`src/rtl/wb_ps2_if.sv`:
```
// Wishbone classic slave bus bundle for the PS/2 receiver.
// The signal names follow Wishbone slave-side naming (_i into the slave, _o out of it).
interface wb_ps2_if;
  logic [31:0] wb_adr_i;
  logic [31:0] wb_dat_i;
  logic [31:0] wb_dat_o;
  logic [3:0]  wb_sel_i;
  logic        wb_stb_i;
  logic        wb_cyc_i;
  logic        wb_we_i;
  logic        wb_ack_o;

  modport slave (
    input  wb_adr_i, wb_dat_i, wb_sel_i, wb_stb_i, wb_cyc_i, wb_we_i,
    output wb_dat_o, wb_ack_o
  );

  modport master (
    output wb_adr_i, wb_dat_i, wb_sel_i, wb_stb_i, wb_cyc_i, wb_we_i,
    input  wb_dat_o, wb_ack_o
  );
endinterface

```
`src/rtl/wb_ps2.sv`:
```
// PS/2 device-to-host receiver with an 8-entry byte FIFO behind a Wishbone slave.
// Registers: DATA (adr[2]=0) pops the FIFO, STATUS (adr[2]=1) reports and clears errors.
module wb_ps2 #(
  parameter int clk_freq = 50000000,
  parameter int fifo_aw  = 3
) (
  input  logic     clk,
  input  logic     reset_n,
  wb_ps2_if.slave  wb,
  input  logic     ps2_clk,
  input  logic     ps2_dat,
  output logic     intr
);

  localparam int DEPTH  = 1 << fifo_aw;
  localparam int CW     = fifo_aw + 1;
  localparam int TO_CYC = clk_freq / 5000;
  localparam int TO_W   = $clog2(TO_CYC + 1);

  typedef enum logic [1:0] {S_IDLE, S_DATA, S_PARITY, S_STOP} state_t;

  state_t               r_state, w_state_nxt;
  logic [1:0]           r_clk_s, r_dat_s;
  logic                 r_clk_d;
  logic [7:0]           r_shift;
  logic [2:0]           r_bit_cnt;
  logic                 r_parity;
  logic [TO_W-1:0]      r_to_cnt;
  logic [7:0]           r_mem [DEPTH];
  logic [fifo_aw-1:0]   r_wr_ptr, r_rd_ptr;
  logic [CW-1:0]        r_count, w_count_nxt;
  logic                 r_ferr, r_perr, r_ovf;
  logic                 r_ack, r_pop_pend, r_intr;
  logic [31:0]          r_dat_o, w_rd_data;

  logic w_bit_evt, w_dat, w_timeout;
  logic w_push_req, w_push, w_pop, w_ferr_set, w_perr_set, w_ovf_set;
  logic w_full, w_not_empty, w_req, w_clr, w_unused;

  assign w_unused = ^{wb.wb_sel_i, wb.wb_adr_i[31:3], wb.wb_adr_i[1:0],
                      wb.wb_dat_i[31:5], wb.wb_dat_i[1:0]};

  // Synchronizers idle high so reset never manufactures a falling PS/2 clock edge.
  always_ff @(posedge clk or negedge reset_n) begin
    if (!reset_n) begin
      r_clk_s <= 2'b11;
      r_dat_s <= 2'b11;
      r_clk_d <= 1'b1;
    end else begin
      // NOTE: non-blocking assignments let every flop sample pre-edge values, forming a real shift chain.
      r_clk_s <= {r_clk_s[0], ps2_clk};
      r_dat_s <= {r_dat_s[0], ps2_dat};
      r_clk_d <= r_clk_s[1];
    end
  end

  assign w_bit_evt = r_clk_d & ~r_clk_s[1];
  assign w_dat     = r_dat_s[1];
  assign w_timeout = (r_state != S_IDLE) && !w_bit_evt && (r_to_cnt == TO_W'(TO_CYC - 1));

  always_ff @(posedge clk or negedge reset_n) begin
    if (!reset_n) r_state <= S_IDLE;
    else          r_state <= w_state_nxt;
  end

  always_comb begin
    // NOTE: defaults first so no path through the case leaves an output unassigned (no latches).
    w_state_nxt = r_state;
    w_push_req  = 1'b0;
    w_ferr_set  = 1'b0;
    w_perr_set  = 1'b0;
    if (w_timeout) begin
      w_state_nxt = S_IDLE;
      w_ferr_set  = 1'b1;
    end else if (w_bit_evt) begin
      case (r_state)
        S_IDLE:   if (!w_dat) w_state_nxt = S_DATA;
        S_DATA:   if (r_bit_cnt == 3'd7) w_state_nxt = S_PARITY;
        S_PARITY: w_state_nxt = S_STOP;
        S_STOP: begin
          w_state_nxt = S_IDLE;
          w_ferr_set  = !w_dat;
          w_perr_set  = !(^{r_shift, r_parity});
          w_push_req  = w_dat && (^{r_shift, r_parity});
        end
        default:  w_state_nxt = S_IDLE;
      endcase
    end
  end

  always_ff @(posedge clk or negedge reset_n) begin
    if (!reset_n) begin
      r_shift   <= '0;
      r_bit_cnt <= '0;
      r_parity  <= 1'b0;
      r_to_cnt  <= '0;
    end else begin
      r_to_cnt <= (r_state == S_IDLE || w_bit_evt || w_timeout) ? '0 : r_to_cnt + 1'b1;
      if (w_bit_evt) begin
        case (r_state)
          S_IDLE:   r_bit_cnt <= '0;
          S_DATA: begin
            r_shift   <= {w_dat, r_shift[7:1]};
            r_bit_cnt <= r_bit_cnt + 1'b1;
          end
          S_PARITY: r_parity <= w_dat;
          default:  ;
        endcase
      end
    end
  end

  assign w_full      = (r_count == CW'(DEPTH));
  assign w_not_empty = (r_count != '0);
  assign w_push      = w_push_req & ~w_full;
  assign w_ovf_set   = w_push_req & w_full;
  assign w_pop       = r_pop_pend;

  always_comb begin
    w_count_nxt = r_count;
    case ({w_push, w_pop})
      2'b10:   w_count_nxt = r_count + 1'b1;
      2'b01:   w_count_nxt = r_count - 1'b1;
      default: ;
    endcase
  end

  // NOTE: storage has no reset; the count and pointers alone decide which entries are valid.
  always_ff @(posedge clk) begin
    if (w_push) r_mem[r_wr_ptr] <= r_shift;
  end

  always_ff @(posedge clk or negedge reset_n) begin
    if (!reset_n) begin
      r_wr_ptr <= '0;
      r_rd_ptr <= '0;
      r_count  <= '0;
      r_intr   <= 1'b0;
    end else begin
      if (w_push) r_wr_ptr <= r_wr_ptr + 1'b1;
      if (w_pop)  r_rd_ptr <= r_rd_ptr + 1'b1;
      r_count <= w_count_nxt;
      r_intr  <= (w_count_nxt != '0);
    end
  end

  assign w_req = wb.wb_stb_i & wb.wb_cyc_i & ~r_ack;
  assign w_clr = w_req & wb.wb_we_i & wb.wb_adr_i[2];
  assign w_rd_data = wb.wb_adr_i[2]
                   ? {27'b0, r_ferr, r_perr, r_ovf, w_full, w_not_empty}
                   : (w_not_empty ? {24'b0, r_mem[r_rd_ptr]} : 32'b0);

  // The pop is decided when the data is captured, so a byte is never popped unseen.
  always_ff @(posedge clk or negedge reset_n) begin
    if (!reset_n) begin
      r_ack      <= 1'b0;
      r_dat_o    <= '0;
      r_pop_pend <= 1'b0;
      r_ferr     <= 1'b0;
      r_perr     <= 1'b0;
      r_ovf      <= 1'b0;
    end else begin
      r_ack      <= w_req;
      r_dat_o    <= (w_req && !wb.wb_we_i) ? w_rd_data : 32'b0;
      r_pop_pend <= w_req && !wb.wb_we_i && !wb.wb_adr_i[2] && w_not_empty;
      r_ferr     <= w_ferr_set | (r_ferr & ~(w_clr & wb.wb_dat_i[4]));
      r_perr     <= w_perr_set | (r_perr & ~(w_clr & wb.wb_dat_i[3]));
      r_ovf      <= w_ovf_set  | (r_ovf  & ~(w_clr & wb.wb_dat_i[2]));
    end
  end

  assign wb.wb_ack_o = r_ack;
  assign wb.wb_dat_o = r_dat_o;
  assign intr        = r_intr;

endmodule

```
`src/flat_wrapper.sv`:
```
// flat-port wrapper written by rule: the top's interface ports become plain ports
module wb_ps2_flat 
#(
  parameter int clk_freq = 50000000,
  parameter int fifo_aw  = 3
)
  (clk, reset_n, ps2_clk, ps2_dat, intr, wb_wb_adr_i, wb_wb_dat_i, wb_wb_sel_i, wb_wb_stb_i, wb_wb_cyc_i, wb_wb_we_i, wb_wb_dat_o, wb_wb_ack_o);
  wb_ps2_if wb_i ();
  input  logic clk;
  input  logic reset_n;
  input  logic ps2_clk;
  input  logic ps2_dat;
  output logic intr;
  input wire logic [$bits(wb_i.wb_adr_i)-1:0] wb_wb_adr_i;
  input wire logic [$bits(wb_i.wb_dat_i)-1:0] wb_wb_dat_i;
  input wire logic [$bits(wb_i.wb_sel_i)-1:0] wb_wb_sel_i;
  input wire logic [$bits(wb_i.wb_stb_i)-1:0] wb_wb_stb_i;
  input wire logic [$bits(wb_i.wb_cyc_i)-1:0] wb_wb_cyc_i;
  input wire logic [$bits(wb_i.wb_we_i)-1:0] wb_wb_we_i;
  output wire logic [$bits(wb_i.wb_dat_o)-1:0] wb_wb_dat_o;
  output wire logic [$bits(wb_i.wb_ack_o)-1:0] wb_wb_ack_o;
  assign wb_i.wb_adr_i = wb_wb_adr_i;
  assign wb_i.wb_dat_i = wb_wb_dat_i;
  assign wb_i.wb_sel_i = wb_wb_sel_i;
  assign wb_i.wb_stb_i = wb_wb_stb_i;
  assign wb_i.wb_cyc_i = wb_wb_cyc_i;
  assign wb_i.wb_we_i = wb_wb_we_i;
  assign wb_wb_dat_o = wb_i.wb_dat_o;
  assign wb_wb_ack_o = wb_i.wb_ack_o;
  wb_ps2 #(.clk_freq(clk_freq), .fifo_aw(fifo_aw)) u_core (.clk(clk), .reset_n(reset_n), .wb(wb_i), .ps2_clk(ps2_clk), .ps2_dat(ps2_dat), .intr(intr));
endmodule
```
`config.mk`:
```
export PLATFORM = sky130hd
export DESIGN_NAME = wb_ps2_flat
export DESIGN_NICKNAME = d
export VERILOG_FILES = /design/src/rtl/wb_ps2_if.sv /design/src/rtl/wb_ps2.sv /design/src/flat_wrapper.sv
export SDC_FILE = /design/constraint.sdc
export NUM_CORES = 1
export LEC_CHECK = 0
export CORE_MARGIN = 1.5
export CORE_UTILIZATION = 50
export DETAILED_ROUTE_END_ITERATION = 12
export PLACE_DENSITY_LB_ADDON = 0.3
export SETUP_SLACK_MARGIN = 0.5
export SYNTH_ARGS = -nofsm -noshare
export SYNTH_HDL_FRONTEND = slang
export SYNTH_SLANG_ARGS = --single-unit
```
`constraint.sdc`:
```
create_clock -name clk -period 4.5 [get_ports clk]
set_clock_uncertainty 0.05 [all_clocks]
set_input_delay 0.9 -clock clk [delete_from_list [all_inputs] [get_ports clk]]
set_output_delay 0.9 -clock clk [all_outputs]
set_load 0.005 [all_outputs]
```
==> impl_metrics.env, run 1 <==
export IMPL_result_of_the_run="completed"
export IMPL_slew_viol_final=0
export IMPL_routed_via_density=5.26
export IMPL_dp_hpwl_um=5570
export IMPL_cts_htree_levels=4
export IMPL_min_delay_path_class="flop to flop"
export IMPL_grt_max_degree=40
export IMPL_dpl_cell_count=502
export IMPL_gr_usage_all_layers_pct=17.7
export IMPL_wire_length_of_the_first_global_routing_pass_um=14500
export IMPL_routability_cong=0.740
export IMPL_avgRoutedWirePerCell_um=16.3
export IMPL_postSynthAreaPerCell_um2=14.9
export IMPL_worst_margin_pin_slew_ns=1.05
export IMPL_worst_endpoint_arrival_ns=3.76
export IMPL_critPathMaxFanout=10
export IMPL_cts_buffers_inserted=17
export IMPL_yosysTopAreaCell="sky130_fd_sc_hd__edfxtp_1"
export IMPL_total_leakage_power_nw=2.41
export IMPL_chipWidth_um=106
export IMPL_remaining_drcs=0
export IMPL_starting_utilization_of_the_core_area_pct=51.2
export IMPL_grt_setup_unrepaired="false"
export IMPL_critPathRequiredTime_ns=4.83
export IMPL_timing_final_hold_violations=0
export IMPL_finalWorstPathRequiredPeriod_ns=3.43
export IMPL_standard_cell_row_count=37
export IMPL_synth_simple_area_share_pct=9.06
export IMPL_finish_cell_count_without_fillers=534
export IMPL_fmax_ghz=0.291
export IMPL_worstSetupEndpointType="flop"
export IMPL_vdd_ir_drop_max_mv=0.345
export IMPL_worstHoldStart="u_core.r_dat_s[0]"
export IMPL_via_count=2809
export IMPL_final_period_utilization_pct=76.3
export IMPL_cts_hold_buffers=0
export IMPL_synth_xor_area_share_pct=5.04
export IMPL_cpPeakStageDelay_ns=0.55
export IMPL_worstSetupStartpoint="u_core.r_shift[0]"
export IMPL_critPathMostFrequentCell="sky130_fd_sc_hd__xor2_1"
export IMPL_r2r_cells=11
export IMPL_dr_first_iter_drc_count=141
export IMPL_powerDensity_mw_per_mm2=598
export IMPL_cts_tree="done"
export IMPL_firstDrtPassIters=4
export IMPL_postRouteWirelength_um=8710
export IMPL_floorplan_core_area_mm2=0.0103
export IMPL_crit_buf_inv=0
export IMPL_clock_sinks=121
export IMPL_timing_critical_path_depth=11
export IMPL_post_synth_top_area_fraction_pct=36.5
export IMPL_synth_top_cells_by_count="sky130_fd_sc_hd__edfxtp_1 (64), sky130_fd_sc_hd__dfrtp_1 (52), sky130_fd_sc_hd__nor2_1 (35), sky130_fd_sc_hd__buf_4 (25), sky130_fd_sc_hd__nand2_1 (17)"
export IMPL_arithmetic_cell_share_of_the_synthesized_area_counting_full_adders_half_adders_and_majority_gates_pct=2.85
export IMPL_detailed_place_area_mm2=0.00550
export IMPL_boundaryPins=109
export IMPL_n_antenna_cell=0
export IMPL_ys_seq_elements=121
export IMPL_drtAntennaViolNets=0
export IMPL_critical_path_slowest_cell="sky130_fd_sc_hd__xor3_1"
export IMPL_overflow=0
export IMPL_design_final_nets=472
export IMPL_timing_max_cap_violations=0
export IMPL_cts_root_buffer_cell="sky130_fd_sc_hd__clkbuf_8"
export IMPL_netlist_area_mm2=0.00526
export IMPL_slew_headroom_pct=30.3
export IMPL_fin_tns_setup_ns=0
export IMPL_muxShareOfSynthArea_pct=11.3
export IMPL_synth_enable_flop_cells=64
export IMPL_cts_buffer_depth=2
export IMPL_crit_end="u_core.intr"
export IMPL_first_global_vias=2810
export IMPL_synth_most_common_cell="sky130_fd_sc_hd__edfxtp_1"
export IMPL_cts_reportedPaths_clkPinSlew_ns=0.06
export IMPL_worst_setup_path_start_kind="flop"
export IMPL_synth_ff_type="sky130_fd_sc_hd__edfxtp_1"
export IMPL_worst_skew_late_latency_ns=0.51
export IMPL_buffer_ports_inserted=20
export IMPL_stdcell_area_mm2=0.00607
export IMPL_critical_path_reg2reg_endpoint="u_core.intr"
export IMPL_synth_yosys_seq_area_share_pct=63.7
export IMPL_finalSetupViolations=0
export IMPL_path_class="flop to flop"
export IMPL_post_route_cells_drive_above_1_share_pct=17.3
export IMPL_critical_path_top_delay_family="XOR/XNOR gates"
export IMPL_syn_to_final_growth_pct=15.4
export IMPL_largest_family_of_logic_cells_by_synthesized_area="multiplexers"
export IMPL_async_reset_ff_share_pct=47.1
export IMPL_postCtsResizedCells=0
export IMPL_grt_antenna_before_repair=0
export IMPL_post_synth_main_area_contributors="sky130_fd_sc_hd__edfxtp_1 (37%), sky130_fd_sc_hd__dfrtp_1 (25%), sky130_fd_sc_hd__mux4_2 (6.8%)"
export IMPL_regToRegSetupSlack_ns=1.07
export IMPL_critical_path_cell_chain="xor3_1 > and3_1 > mux2i_4 > ha_1 > xor2_1 > ha_1 > a21oi_1 > xor2_1 > nor2_1 > xor2_1 > or4_1"
export IMPL_die_area_mm2=0.0112
export IMPL_postCtsSetupBuffers=0
export IMPL_chipHeight_um=106
export IMPL_netlist_cell_type_count=55
export IMPL_synth_compound_gate_area_share_pct=3.09
export IMPL_critical_path_reg2reg_startpoint="u_core.r_shift[0]"
export IMPL_post_syn_instances=354
export IMPL_synthesis_yosys_warnings=0
==> worst min path at each step <==
stage                              endpoint  cells after the start
after global placement    u_core.r_dat_s[1]                      0
after global routing      u_core.r_dat_s[1]                      0
final                     u_core.r_dat_s[1]                      0
after floorplan           u_core.r_clk_s[1]                      0
after detailed placement  u_core.r_dat_s[1]                      0
after CTS                 u_core.r_dat_s[1]                      0
==> metrics by stage <==
stage / power [W] / util [%] / hold slack, ns / worst slack, ns
after global routing: 0.00382 / 59.1 / 0.314 / 0.876
after floorplan: 0.00220 / - / 0.295 / 1.39
after detailed placement: 0.00238 / 53.5 / 0.297 / 1.12
after global placement: 0.00235 / 53.5 / 0.295 / 1.17
final: 0.00363 / 59.1 / 0.304 / 1.07
after CTS: 0.00367 / 59.1 / 0.305 / 1.07
==> layout make-up <==
type	instances	area, um2
tap	136	170
fill	778	4200
sequential	121	3350
timing repair buffer	21	203
inverter	8	30.0
clock buffer	22	485
clock inverter	10	90.1
multi-input combinational	216	1740
==> worst reg2reg max path: stages, from the launching register on <==
cell and delay [ns]:
sky130_fd_sc_hd__dfrtp_1 0.54, sky130_fd_sc_hd__xor3_1 0.55, sky130_fd_sc_hd__and3_1 0.24, sky130_fd_sc_hd__mux2i_4 0.24
sky130_fd_sc_hd__ha_1 0.31, sky130_fd_sc_hd__xor2_1 0.10, sky130_fd_sc_hd__ha_1 0.19, sky130_fd_sc_hd__a21oi_1 0.15
sky130_fd_sc_hd__xor2_1 0.16, sky130_fd_sc_hd__nor2_1 0.07, sky130_fd_sc_hd__xor2_1 0.16, sky130_fd_sc_hd__or4_1 0.55
==> placed cells by master (no fill, tap or decap), types with 7 or more instances in the layout <==
master and instances:
sky130_fd_sc_hd__xor2_1 12, sky130_fd_sc_hd__o21ai_1 7, sky130_fd_sc_hd__mux2_1 9, sky130_fd_sc_hd__ha_1 12, sky130_fd_sc_hd__xnor2_1 11, sky130_fd_sc_hd__nor2_1 35, sky130_fd_sc_hd__edfxtp_1 64, sky130_fd_sc_hd__clkbuf_16 18
sky130_fd_sc_hd__nand3_1 7, sky130_fd_sc_hd__nand4_1 7, sky130_fd_sc_hd__mux4_2 16, sky130_fd_sc_hd__nand2_1 17, sky130_fd_sc_hd__conb_1 24, sky130_fd_sc_hd__dfrtp_1 52, sky130_fd_sc_hd__inv_1 7, sky130_fd_sc_hd__clkdlybuf4s50_1 19
==> power by group <==
group          internal, W  total (W)  switching [W]
Sequential         0.00136    0.00160       0.000242
Clock             0.000811    0.00128       0.000470
Combinational     0.000430   0.000747       0.000317
Total              0.00260    0.00363        0.00103
==> sequential cells by signal, indices dropped and copies added (netlist names), 3 cells and up <==
signal	count
u_core.r_rd_ptr	3
u_core.r_to_cnt	14
u_core.wb.wb_dat_o	8
u_core.r_shift	8
u_core.r_wr_ptr	3
u_core.r_count	4
u_core.r_bit_cnt	3
u_core.r_mem	64
==> kinds of logic after synthesis <==
| family | after synthesis |
|---|---|
| adders and majority gates | 12 |
| muxes | 36 |
| other | 1 |
| AOI/OAI and AO/OA | 25 |
| and+or+nand+nor | 93 |
| buffers and inverters | 40 |
| DFF | 121 |
| xor gates and xnor gates | 26 |
==> per-layer routing <==
layer / track usage (%) / wire [um] / share of wire (%)
met3: 5.07 / 308 / 3.5
met4: 8.30 / 157 / 1.8
met5: 0 / 0 / 0
met2: 28.8 / 4390 / 50
met1: 22.1 / 3850 / 44
Power figures use the tool's default switching activity.
==> inputs of run 2 (changes only) <==
--- a/config.mk
+++ b/config.mk
@@ -6,7 +6,7 @@
 export NUM_CORES = 1
 export LEC_CHECK = 0
 export CORE_MARGIN = 1.5
-export CORE_UTILIZATION = 50
+export CORE_UTILIZATION = 46
 export DETAILED_ROUTE_END_ITERATION = 12
 export PLACE_DENSITY_LB_ADDON = 0.3
 export SETUP_SLACK_MARGIN = 0.5
==> constraint.sdc (replaced) <==
create_clock -name clk -period 3.15 [get_ports clk]
set_clock_uncertainty 0.05 [all_clocks]
set_input_delay 0.63 -clock clk [delete_from_list [all_inputs] [get_ports clk]]
set_output_delay 0.63 -clock clk [all_outputs]
set_load 0.005 [all_outputs]
==> run 2 against run 1 <==
Sequential share of layout area decreased by 2.6 points; count of clock-buffer cells in the layout shrank 4; final area rose by 5.0%; wire length is 8.2% higher; critical path type unchanged; critical endpoint unchanged.
==> impl_metrics.env, run 2 (synthesis gave the netlist of run 1 again) <==
export IMPL_result_of_the_run="completed"
export IMPL_standard_cell_row_count=38
export IMPL_power_switching_w=0.00157
export IMPL_worst_skew_late_latency_ns=0.40
export IMPL_clock_sinks=121
export IMPL_fin_tns_setup_ns=0
export IMPL_critical_path_reg2reg_startpoint="u_core.r_count[2]"
export IMPL_cts_reportedPaths_clkPinSlew_ns=0.06
export IMPL_wl_met3_um=370
export IMPL_regToRegSetupSlack_ns=0.10
export IMPL_wire_length_of_the_first_global_routing_pass_um=14800
export IMPL_cts_buffer_depth=2
export IMPL_chipHeight_um=110
export IMPL_buffer_ports_inserted=20
export IMPL_worst_endpoint_arrival_ns=3.27
export IMPL_timing_max_cap_violations=0
export IMPL_routed_via_density=5.21
export IMPL_fin_total_pwr_w=0.00551
export IMPL_first_global_vias=2838
export IMPL_crit_end="u_core.intr"
export IMPL_combPwrFrac_pct=25.2
export IMPL_intPower_w=0.00394
export IMPL_cts_root_buffer_cell="sky130_fd_sc_hd__clkbuf_16"
export IMPL_post_route_cells_drive_above_1_share_pct=24.6
export IMPL_layout_common_cells="sky130_fd_sc_hd__edfxtp_1 (64), sky130_fd_sc_hd__dfrtp_1 (52), sky130_fd_sc_hd__nor2_1 (35), sky130_fd_sc_hd__buf_4 (30), sky130_fd_sc_hd__conb_1 (24)"
export IMPL_n_antenna_cell=0
export IMPL_total_leakage_power_nw=2.58
export IMPL_fmax_ghz=0.328
export IMPL_gr_usage_all_layers_pct=17.1
export IMPL_vdd_ir_drop_max_mv=0.410
export IMPL_cts_tree="done"
export IMPL_critical_path_reg2reg_endpoint="u_core.intr"
export IMPL_p_sw_share_pct=28.4
export IMPL_syn_to_final_growth_pct=21.2
export IMPL_grt_setup_unrepaired="true"
export IMPL_critical_path_slowest_cell="sky130_fd_sc_hd__or4b_4"
export IMPL_cts_buffers_inserted=17
export IMPL_cts_hold_buffers=0
export IMPL_chipWidth_um=110
export IMPL_dr_first_iter_drc_count=229
export IMPL_largest_registers="u_core.r_mem: 64 flops, u_core.r_to_cnt: 14 flops"
export IMPL_slew_headroom_pct=51.4
export IMPL_dp_hpwl_um=6120
export IMPL_wl_met1_um=4170
export IMPL_final_common_cell="sky130_fd_sc_hd__edfxtp_1"
export IMPL_firstDrtPassIters=4
export IMPL_top_layer="met4"
export IMPL_die_area_mm2=0.0121
export IMPL_routability_cong=0.732
export IMPL_powerDensity_mw_per_mm2=864
export IMPL_largest_register="u_core.r_mem"
export IMPL_sequentialPowerShare_pct=38.5
export IMPL_remaining_drcs=0
export IMPL_worst_setup_path_start_kind="flop"
export IMPL_drtAntennaViolNets=0
export IMPL_critPathRequiredTime_ns=3.37
export IMPL_cts_htree_levels=4
export IMPL_floorplan_core_area_mm2=0.0110
export IMPL_critical_path_cell_chain="or4b_4 > and3b_4 > mux2i_4 > ha_4 > xor2_1 > ha_2 > mux2_2 > or4_4"
export IMPL_final_period_utilization_pct=96.8
export IMPL_cpPeakStageDelay_ns=0.58
export IMPL_critPathMaxFanout=5
export IMPL_postRouteWirelength_um=9420
export IMPL_design_final_nets=501
export IMPL_boundaryPins=109
export IMPL_via_count=2955
export IMPL_worstSetupEndpointType="flop"
export IMPL_grt_max_degree=58
export IMPL_largest_register_ffs=64
export IMPL_grt_antenna_before_repair=0
export IMPL_r2r_cells=8
export IMPL_avgRoutedWirePerCell_um=16.6
export IMPL_clockPowerShare_pct=36.3
export IMPL_min_delay_path_class="flop to flop"
export IMPL_timing_final_hold_violations=0
export IMPL_overflow=0
export IMPL_finalWorstPathRequiredPeriod_ns=3.05
export IMPL_slew_viol_final=0
export IMPL_met2WireLength_um=4790
export IMPL_worst_margin_pin_slew_ns=0.729
export IMPL_starting_utilization_of_the_core_area_pct=47.9
export IMPL_worstSetupStartpoint="u_core.r_count[2]"
export IMPL_finalSetupViolations=0
export IMPL_path_class="flop to flop"
[run 2: final cells by class]
cell class	instances	area, um2
fillers	845	4600
flip-flops and latches	121	3350
multi-input cells	216	1780
clock buffers	18	429
repair buffers	50	420
clock inverters	14	186
well taps	140	175
inverters	8	30.0
[run 2: per-stage QoR]
stage | area, um2 | utilization [%] | setup WS [ns] | std cells | hold WS (ns)
after floorplan | 5370 | - | 0.197 | 377 | 0.284
after global placement | 5710 | 52.0 | 0.0486 | 531 | 0.296
after detailed placement | 5710 | 52.0 | 0.0389 | 531 | 0.297
after CTS | 6350 | 57.8 | 0.0828 | 565 | 0.305
after global routing | 6380 | 58.1 | 0.0157 | 567 | 0.313
final | 6380 | 58.1 | 0.101 | 567 | 0.305
[run 2: critical path: cells and delay by family, from the launching register on]
family	cells	cell delay [ns]
simple gates	3	1.31
mux	2	0.54
fa+ha+maj	2	0.49
flops	1	0.37
xor+xnor	1	0.15
[run 2: power groups by stage]
stage | logic [W] | registers [W] | clock network, W
floorplan | 0.00101 | 0.00214 | 0
finish | 0.00139 | 0.00212 | 0.00200
CTS | 0.00139 | 0.00213 | 0.00203
detailed placement | 0.00137 | 0.00215 | 0
global placement | 0.00133 | 0.00215 | 0
global route | 0.00152 | 0.00215 | 0.00211
[run 2: how the worst min path moves through the flow]
stage	from	endpoint	cells after the start
final	u_core.r_dat_s[0]	u_core.r_dat_s[1]	0
after global routing	u_core.r_dat_s[0]	u_core.r_dat_s[1]	0
after CTS	u_core.r_dat_s[0]	u_core.r_dat_s[1]	0
after detailed placement	u_core.r_dat_s[0]	u_core.r_dat_s[1]	0
after global placement	u_core.r_dat_s[0]	u_core.r_dat_s[1]	0
after floorplan	reset_n	u_core.intr	0
[run 2: what timing repair did]
action	4_1_cts	5_1_grt
endpoints found under the setup margin	3	3
pin swaps	2	7
buffers inserted	2	2
gates resized for setup	1	2
[run 2: per-layer routing]
layer,global-route usage [%],vias up
met5,0,-
met4,5.57,0
met3,4.59,9
met2,28.3,86
met1,21.9,1483
li1,-,1377
==> inputs of run 3 (changes only) <==
--- a/config.mk
+++ b/config.mk
@@ -6,8 +6,9 @@
 export NUM_CORES = 1
 export LEC_CHECK = 0
 export CORE_MARGIN = 1.5
-export CORE_UTILIZATION = 46
+export CORE_UTILIZATION = 50
 export DETAILED_ROUTE_END_ITERATION = 12
+export GPL_ROUTABILITY_DRIVEN = 0
 export PLACE_DENSITY_LB_ADDON = 0.3
 export SETUP_SLACK_MARGIN = 0.5
 export SYNTH_ARGS = -nofsm -noshare
==> constraint.sdc (replaced) <==
create_clock -name clk -period 3 [get_ports clk]
set_clock_uncertainty 0.05 [all_clocks]
set_input_delay 0.6 -clock clk [delete_from_list [all_inputs] [get_ports clk]]
set_output_delay 0.6 -clock clk [all_outputs]
set_load 0.005 [all_outputs]
==> run 3 against run 2 <==
The flow now finishes with violations (setup timing); combinational power is 14% higher; cell count stayed put; count of clock-buffer cells in the layout is 1 higher; critical path type unchanged; highest routed layer unchanged.
==> impl_metrics.env, run 3 (synthesis gave the netlist of run 1 again) <==
export IMPL_critPathMaxFanout=4
export IMPL_starting_utilization_of_the_core_area_pct=51.2
export IMPL_cts_reportedPaths_clkPinSlew_ns=0.06
export IMPL_dp_hpwl_um=6180
export IMPL_layout_setup_ws_ns=-0.0171
export IMPL_post_route_util_pct=62.0
export IMPL_layout_common_cells="sky130_fd_sc_hd__edfxtp_1 (64), sky130_fd_sc_hd__dfrtp_1 (52), sky130_fd_sc_hd__nor2_1 (34), sky130_fd_sc_hd__buf_4 (31), sky130_fd_sc_hd__conb_1 (24)"
export IMPL_worst_skew_late_latency_ns=0.51
export IMPL_failed_checks="setup timing"
export IMPL_grt_antenna_before_repair=0
export IMPL_avgRoutedWirePerCell_um=16.5
export IMPL_wire_length_of_the_first_global_routing_pass_um=15500
export IMPL_worst_setup_path_start_kind="flop"
export IMPL_cts_hold_buffers=0
export IMPL_path_class="flop to flop"
export IMPL_first_global_vias=3059
export IMPL_seq_area_mm2=0.00335
export IMPL_finalWorstPathRequiredPeriod_ns=3.02
export IMPL_design_final_nets=505
export IMPL_critical_path_cell_chain="or4b_4 > and3b_4 > mux2i_4 > ha_2 > or3b_1 > a31oi_2 > xor2_1 > or4_1"
export IMPL_post_route_cells_drive_above_1_share_pct=24.8
export IMPL_cts_htree_levels=4
export IMPL_boundaryPins=109
export IMPL_dr_first_iter_drc_count=180
export IMPL_critical_path_slowest_cell="sky130_fd_sc_hd__or4b_4"
export IMPL_result_of_the_run="complete, but fails checks"
export IMPL_finalSetupViolations=1
export IMPL_largest_register_ffs=64
export IMPL_via_count=2962
export IMPL_clock_sinks=121
export IMPL_gr_usage_all_layers_pct=18.9
export IMPL_total_leakage_power_nw=2.57
export IMPL_cts_tree="done"
export IMPL_largest_register="u_core.r_mem"
export IMPL_crit_buf_inv=0
export IMPL_final_common_cell="sky130_fd_sc_hd__edfxtp_1"
export IMPL_cts_root_buffer_cell="sky130_fd_sc_hd__clkbuf_8"
export IMPL_slew_headroom_pct=51.5
export IMPL_num_fill_cells=762
export IMPL_overflow=0
export IMPL_die_area_mm2=0.0112
export IMPL_powerDensity_mw_per_mm2=906
export IMPL_worstSetupEndpointType="flop"
export IMPL_timing_max_cap_violations=0
export IMPL_postRouteWirelength_um=9340
export IMPL_critPathRequiredTime_ns=3.32
export IMPL_cts_buffer_depth=2
export IMPL_firstDrtPassIters=4
export IMPL_syn_to_final_growth_pct=21.1
export IMPL_timing_final_hold_violations=0
export IMPL_multiInputGateArea_mm2=0.00178
export IMPL_final_period_utilization_pct=101
export IMPL_slew_viol_final=0
export IMPL_min_delay_path_class="input port to async pin"
export IMPL_routed_via_density=5.22
export IMPL_grt_setup_unrepaired="true"
export IMPL_cpPeakStageDelay_ns=0.57
export IMPL_remaining_drcs=0
export IMPL_floorplan_core_area_mm2=0.0103
export IMPL_chipHeight_um=106
export IMPL_largest_registers="u_core.r_mem: 64 flops, u_core.r_to_cnt: 14 flops"
export IMPL_fmax_ghz=0.331
export IMPL_buffer_ports_inserted=20
export IMPL_chipWidth_um=106
export IMPL_fin_total_pwr_w=0.00577
export IMPL_cts_buffers_inserted=17
export IMPL_drtAntennaViolNets=0
export IMPL_worst_endpoint_arrival_ns=3.33
export IMPL_n_antenna_cell=0
export IMPL_standard_cell_row_count=37
export IMPL_vdd_ir_drop_max_mv=0.451
export IMPL_critical_path_top_delay_family="simple AND/OR/NAND/NOR gates"
export IMPL_worst_margin_pin_slew_ns=0.728
export IMPL_grt_max_degree=58
[run 3: cell count changes in the layout (fill, tap and decap cells not counted), moves of 2 or more]
cell / previous run / this run
sky130_fd_sc_hd__clkinv_4: 3 / 1
sky130_fd_sc_hd__buf_6: 0 / 3
sky130_fd_sc_hd__inv_8: 2 / 0
sky130_fd_sc_hd__inv_6: 4 / 0
sky130_fd_sc_hd__clkinv_1: 0 / 2
sky130_fd_sc_hd__clkinvlp_4: 1 / 5
[run 3: report_power, final]
part	switching [W]	internal, W	leakage (nW)
logic	0.000719	0.000866	0.978
registers	0.000203	0.00204	1.33
clock network	0.000687	0.00125	0.265
[run 3: final timing paths]
| check | startpoint | end | slack [ns] | cells past startpoint |
|---|---|---|---|---|
| setup / recovery | u_core.r_count[0] | u_core.intr | -0.02 | 8 |
| hold / removal | reset_n | u_core.r_to_cnt[8] | 0.19 | 2 |
| setup reg to reg | u_core.r_count[0] | u_core.intr | -0.02 | 8 |
| hold reg to reg | u_core.r_clk_s[0] | u_core.r_clk_s[1] | 0.31 | 0 |
| max in group asynchronous | reset_n | u_core.r_count[2] | 2.25 | 2 |
| min in group clk | u_core.r_clk_s[0] | u_core.r_clk_s[1] | 0.31 | 0 |
[run 3: layer usage]
layer	share of wire (%)	up-vias	track usage, %
met5	0	-	0
met4	1.1	0	7.72
met3	5.7	10	4.64
met2	53	77	32.6
met1	40	1492	22.8
li1	-	1383	-
[run 3: cell type report]
type	count	area share, %
well taps	136	2.67
multi-input cells	216	28.0
clock buffers	19	6.61
clock inverters	13	2.41
inverters	8	0.471
repair buffers	54	7.24
flip-flops and latches	121	52.6
[run 3: worst reg2reg max path: stages (launching register included)]
cell	delay, ns
sky130_fd_sc_hd__dfrtp_1	0.37
sky130_fd_sc_hd__or4b_4	0.57
sky130_fd_sc_hd__and3b_4	0.21
sky130_fd_sc_hd__mux2i_4	0.24
sky130_fd_sc_hd__ha_2	0.25
sky130_fd_sc_hd__or3b_1	0.36
sky130_fd_sc_hd__a31oi_2	0.21
sky130_fd_sc_hd__xor2_1	0.11
sky130_fd_sc_hd__or4_1	0.52
[run 3: what timing repair did]
action                     CTS  global route
setup buffers                2             1
gates resized for setup      0             7
setup endpoints to repair    3            20
pin swaps                    4             7
[run 3: stage by stage]
step           hold WS, ns  area, um2  worst slack [ns]  instances  setup TNS [ns]
2_1_floorplan        0.254       5370            0.0472        377               0
3_3_place_gp         0.296       5750           -0.0118        532         -0.0118
3_5_place_dp         0.299       5750           0.00200        532               0
4_1_cts              0.190       6340           -0.0102        566         -0.0102
5_1_grt              0.254       6370           -0.0965        567         -0.0965
6_report             0.187       6370           -0.0171        567         -0.0171
